File: config.mk
export PLATFORM = sky130hd
export DESIGN_NAME = bcd_ndisplays_seq
export DESIGN_NICKNAME = d
export VERILOG_FILES = /design/src/rtl/bcd_pkg.sv /design/src/rtl/bcd_ndisplays_seq_seg7.sv /design/src/rtl/bcd_ndisplays_seq.sv
export SDC_FILE = /design/constraint.sdc
export NUM_CORES = 1
export LEC_CHECK = 0
export CAP_MARGIN = 15
export CORE_MARGIN = 2
export CORE_UTILIZATION = 25
export CTS_CLUSTER_DIAMETER = 150
export DETAILED_ROUTE_END_ITERATION = 8
export PLACE_DENSITY_LB_ADDON = 0.25
export REMOVE_ABC_BUFFERS = 1
export SLEW_MARGIN = 20
export SYNTH_ARGS = -nofsm -noshare
export SYNTH_HDL_FRONTEND = slang
export SYNTH_SLANG_ARGS = --single-unit
File: constraint.sdc
create_clock -name clk -period 1.9 [get_ports clk]
set_input_delay 0.285 -clock clk [delete_from_list [all_inputs] [get_ports clk]]
set_output_delay 0.285 -clock clk [all_outputs]
set_load 0.05 [all_outputs]
File: src/rtl/bcd_pkg.sv
// Shared FSM encoding, 7-segment constants and helpers for bcd_ndisplays_seq.
package bcd_pkg;

   typedef logic [1:0] state_t;

   localparam state_t ST_IDLE  = 2'd0;
   localparam state_t ST_SHIFT = 2'd1;
   localparam state_t ST_LOAD  = 2'd2;

   localparam logic [6:0] SEG_BLANK = 7'h7F;
   localparam logic [6:0] SEG_DASH  = 7'h3F;

   // Active-low {g,f,e,d,c,b,a}; entry i encodes decimal digit i.
   localparam logic [9:0][6:0] SEG_DIGIT = {
      7'h10, 7'h00, 7'h78, 7'h02, 7'h12,
      7'h19, 7'h30, 7'h24, 7'h79, 7'h40
   };

   function automatic longint unsigned pow10(input int unsigned n);
      longint unsigned r;
      r = 64'd1;
      for (int unsigned i = 0; i < n; i++) r = r * 64'd10;
      return r;
   endfunction

endpackage

File: src/rtl/bcd_ndisplays_seq_seg7.sv
// One BCD digit to one active-low 7-segment pattern; non-decimal codes blank.
module seg7_decoder
   import bcd_pkg::*;
(
   input  logic [3:0] bcd_i,
   output logic [6:0] seg_o
);

   always_comb begin
      seg_o = SEG_BLANK;
      if (bcd_i <= 4'd9) seg_o = SEG_DIGIT[bcd_i];
   end

endmodule

File: src/rtl/bcd_ndisplays_seq.sv
// Sequential double-dabble binary-to-BCD converter driving N_DIG 7-segment displays.
// Optional macro BCD_BLANK_LEADING_ZEROS_EN blanks leading zero digits (units always shown).
module bcd_ndisplays_seq
   import bcd_pkg::*;
#(
   parameter int N_IN  = 10,
   parameter int N_DIG = 4,
   parameter int N_OUT = 7
) (
   input  logic                   clk,
   input  logic                   rst,
   input  logic                   start,
   input  logic [N_IN-1:0]        bin_in,
   output logic                   busy,
   output logic                   done,
   output logic                   ovf,
   output logic [4*N_DIG-1:0]     bcd_out,
   output logic [N_DIG*N_OUT-1:0] seg_out
);

   localparam int ACC_W = 4*N_DIG + 4;
   localparam int CNT_W = $clog2(N_IN + 1);
   localparam longint unsigned MAX_IN = (64'd1 << N_IN) - 64'd1;
   // When the input range cannot reach 10^N_DIG the overflow path is dead logic.
   localparam bit OVF_POSSIBLE = (MAX_IN >= pow10(N_DIG));

   state_t                   state_q, state_d;
   logic [N_IN-1:0]          bin_q, bin_d;
   logic [ACC_W-1:0]         acc_q, acc_d;
   logic [CNT_W-1:0]         cnt_q, cnt_d;
   logic                     carry_q, carry_d;
   logic [4*N_DIG-1:0]       bcd_q, bcd_d;
   logic [N_DIG*N_OUT-1:0]   seg_q, seg_d;
   logic                     ovf_q, ovf_d;
   logic                     done_q, done_d;

   logic [ACC_W-1:0]            acc_adj;
   logic [N_DIG-1:0][N_OUT-1:0] dec_seg;
   logic [N_DIG-1:0][N_OUT-1:0] seg_disp;
   logic                        ovf_now;

   for (genvar g = 0; g < N_DIG; g++) begin : g_dec
      seg7_decoder u_dec (
         .bcd_i (acc_q[4*g +: 4]),
         .seg_o (dec_seg[g])
      );
   end

   always_comb begin
      acc_adj = acc_q;
      for (int i = 0; i < N_DIG + 1; i++) begin
         if (acc_q[4*i +: 4] >= 4'd5) acc_adj[4*i +: 4] = acc_q[4*i +: 4] + 4'd3;
      end
   end

   assign ovf_now = OVF_POSSIBLE & (carry_q | (acc_q[ACC_W-1 -: 4] != 4'd0));

`ifdef BCD_BLANK_LEADING_ZEROS_EN
   logic lead;
   always_comb begin
      seg_disp = dec_seg;
      lead     = 1'b1;
      for (int i = N_DIG - 1; i > 0; i--) begin
         if (lead && acc_q[4*i +: 4] == 4'd0) seg_disp[i] = SEG_BLANK;
         else                                 lead        = 1'b0;
      end
   end
`else
   always_comb begin
      seg_disp = dec_seg;
   end
`endif

   always_comb begin
      state_d = state_q;
      bin_d   = bin_q;
      acc_d   = acc_q;
      cnt_d   = cnt_q;
      carry_d = carry_q;
      bcd_d   = bcd_q;
      seg_d   = seg_q;
      ovf_d   = ovf_q;
      done_d  = 1'b0;
      case (state_q)
         ST_IDLE: begin
            if (start) begin
               bin_d   = bin_in;
               acc_d   = '0;
               carry_d = 1'b0;
               cnt_d   = CNT_W'(N_IN);
               state_d = ST_SHIFT;
            end
         end
         ST_SHIFT: begin
            acc_d   = {acc_adj[ACC_W-2:0], bin_q[N_IN-1]};
            carry_d = carry_q | acc_adj[ACC_W-1];
            bin_d   = bin_q << 1;
            cnt_d   = cnt_q - CNT_W'(1);
            if (cnt_q == CNT_W'(1)) state_d = ST_LOAD;
         end
         ST_LOAD: begin
            state_d = ST_IDLE;
            done_d  = 1'b1;
            ovf_d   = ovf_now;
            if (ovf_now) begin
               bcd_d = '1;
               seg_d = {N_DIG{SEG_DASH}};
            end else begin
               bcd_d = acc_q[4*N_DIG-1:0];
               seg_d = seg_disp;
            end
         end
         default: state_d = ST_IDLE;
      endcase
   end

   always_ff @(posedge clk) begin
      if (rst) begin
         state_q <= ST_IDLE;
         bin_q   <= '0;
         acc_q   <= '0;
         cnt_q   <= '0;
         carry_q <= 1'b0;
         bcd_q   <= '0;
         seg_q   <= '1;
         ovf_q   <= 1'b0;
         done_q  <= 1'b0;
      end else begin
         state_q <= state_d;
         bin_q   <= bin_d;
         acc_q   <= acc_d;
         cnt_q   <= cnt_d;
         carry_q <= carry_d;
         bcd_q   <= bcd_d;
         seg_q   <= seg_d;
         ovf_q   <= ovf_d;
         done_q  <= done_d;
      end
   end

   assign busy    = (state_q != ST_IDLE);
   assign done    = done_q;
   assign ovf     = ovf_q;
   assign bcd_out = bcd_q;
   assign seg_out = seg_q;

endmodule

==> impl_results.md <==
- Top cell type by total area after synthesis: dfxtp_1
- Crit-path max cell delay: 0.35 ns
- CTS tree: built
- DR vias: 3885
- Pre-antenna DRT Iters: 4
- Layout cell share with drive strength beyond 1: 0.347
- Avg Inst Size Synth: 9.00 sq um
- Setup_tns: -0.0146 ns
- Max-Cap Viols: 0
- # hold bufs at CTS: 0
- P_leak: 2.84 nW
- # DRC: 0
- Endpoints failing setup: 2
- Port Buf Inserts: 58
- Fill count: 1748
- Clock skew: 0.00562 ns
- Slew @ Worst Pin: 0.506 ns
- DP Cell Count: 843
- H-tree depth: 3
- Worst Path Arrival: 2.16 ns
- Inserted Clock Buffers: 9
- Post-Synthesis Cell Area: 0.00449 sq mm
- Ys Warns: 0
- Die Y: 138 um
- Clock tree buffer depth: 2
- Initial core utilization: 0.253
- Cells after Synth: 499
- Outcome: complete, but fails checks
- Routed vias/inst: 4.41
- Detailed placer's ending HPWL: 8.07 mm
- Area contributors post-synth: dfxtp_1 47%, nand2_1 8.2%, ha_1 7.8%, o22ai_1 3.9%, a21oi_1 3.1%
- Max Slew Vio Count: 0
- Seq/Total Area, Yosys: 0.468
- Worst Setup Start Kind: flop
- EDFF count, synth: 0
- CP bufs+invs: 3
- Area post-placement: 0.00588 sq mm
- FMAX: 0.524 GHz
- Setup crit end kind: flop
- CTS Sinks: 105
- Post-route cell area: 0.00681 sq mm
- Cells along the critical path: inv_4 > ha_4 > nand2b_4 > a21oi_4 > buf_6 > xnor2_2 > a22oi_2 > inv_2 > ha_4 > mux2i_1 > nor2_1
- Seq cells post-synth: 105
- Antenna Cells: 0
- Final Hold Vio Count: 0
- Max VDD drop: 0.457 mV
- WL per Instance: 13.4 um
- Most frequent cells in the layout: 106 x buf_4, 97 x nand2_1, 96 x dfxtp_1
- CP max stage cell: dfxtp_2
- I/O pins: 60
- Row cnt: 49
- Commonest non-fill, non-tap cell in the layout: buf_4
- Die Width: 138 um
- Non-filler cells, final: 880
- Final Cycle Share: 1.01
- Kind of critical path: reg2reg
- Power per Cell Area: 669 mW/mm^2
- RSZ-0062 raised after global routing: true
- Seq. cell area: 0.00213 sq mm
- Netlist cell types: 54
- Asr flop ratio synth: 0
- Top delay family on crit path: compound AO/OA/AOI/OAI gates
- Slew HR: 0.661
- Top-area cell type share of the netlist area: 0.468
- Die area: 0.0191 sq mm
- Most common flop cell mapped by yosys: dfxtp_1
- CP Max Fanout: 5
- Antenna-violating nets left: 0
- Crit path time final: 1.91 ns
- Total Routed Length: 11.8 mm
- First-pass GRT wire length: 18.6 mm
- Multi-input gate area: 0.00252 sq mm
- Vias in the first global route: 3881
- Final WS setup: -0.00987 ns
- Gpl congestion: 0.823
- Core Region: 0.0178 sq mm
- Clock-pin slew on the worst setup and hold paths: 0.07 ns
- Worst skew pair latency: 0.36 ns
- Largest net degree at the start of global routing: 28
- Area added between synthesis and finish: 51.5%
- Failing checks: negative setup slack
- Crit path top cell by count: ha_4
- Initial antenna violation count: 0
- Drt initial violations: 147
- Gr ovfl total: 0
- Nets: 687
- HP Class: reg2reg
- Root Buffer: clkbuf_16
- GR Util All Layers: 0.120
- Worst Path Required: 2.15 ns
stage by stage:
stage | setup slack, ns | utilization | power, mW | hold WS, ns
after floorplan | -1.08 | - | 2.50 | 0.354
after global placement | -0.293 | 0.331 | 2.69 | 0.424
after detailed placement | -0.327 | 0.331 | 2.69 | 0.430
after CTS | -0.00641 | 0.356 | 4.59 | 0.446
after global routing | -0.0900 | 0.383 | 4.74 | 0.460
final | -0.00987 | 0.383 | 4.55 | 0.443
path summary, 6_finish.rpt:
check,start,end,slack (ns),depth (start not counted)
max reg2reg,acc_q[1]$_SDFFE_PP0N_,flop,-0.01,11
min reg2reg,flop,seg_out[20]$_SDFFE_PP1P_,0.44,2
min,flop,seg_out[20]$_SDFFE_PP1P_,0.44,2
max,acc_q[1]$_SDFFE_PP0N_,flop,-0.01,11
per-layer routing:
layer  share of wire  global-route usage  up-vias
li1                -                   -     1990
met1            0.46               0.147     1821
met2            0.49               0.201       56
met3           0.026              0.0232       18
met4           0.025              0.0591        0
met5               0                   0        -
timing repair:
item	4_1_cts	5_1_grt
pin swaps	16	29
gates resized for setup	34	81
buffers inserted	5	19
endpoints found under the setup margin	23	24
cell usage after synthesis (3+ instances only):
library cell	n
o21ai_0	17
a22o_1	10
a311oi_1	10
buf_2	10
nor3_1	4
a21oi_1	28
dfxtp_1	105
xnor2_1	4
inv_1	27
nor2_1	36
and2_1	7
ha_1	28
mux2i_1	14
buf_4	3
nand2b_1	7
a22oi_2	4
o22ai_1	28
nand2_1	98
clkbuf_1	15
cells by family after synthesis:
logic type	synth area share
buffers and inverters	0.0571
other	0.000835
adder cells (fa/ha/maj)	0.0780
flip-flops	0.468
XOR/XNOR	0.00780
multiplexers	0.0312
AND/OR/NAND/NOR	0.165
AO/OA/AOI/OAI	0.192
final cells by class:
type	instances	share of cell area
multi-input combinational	334	0.371
sequential	105	0.312
timing repair buffer	166	0.213
tap	229	0.0421
clock buffer	11	0.0342
inverter	30	0.0180
clock inverter	5	0.00938
where the power goes:
part / leakage [nW] / switching (mW) / internal, mW
registers: 0.857 / 0.0274 / 2.24
logic: 1.85 / 0.222 / 0.181
clock network: 0.141 / 0.848 / 1.03
tightest hold or removal path, stage by stage, from the launching register on:
cell and delay, ns:
dfxtp_1 0.31, o22ai_1 0.05, nand2_1 0.05
Power figures use the tool's default switching activity.
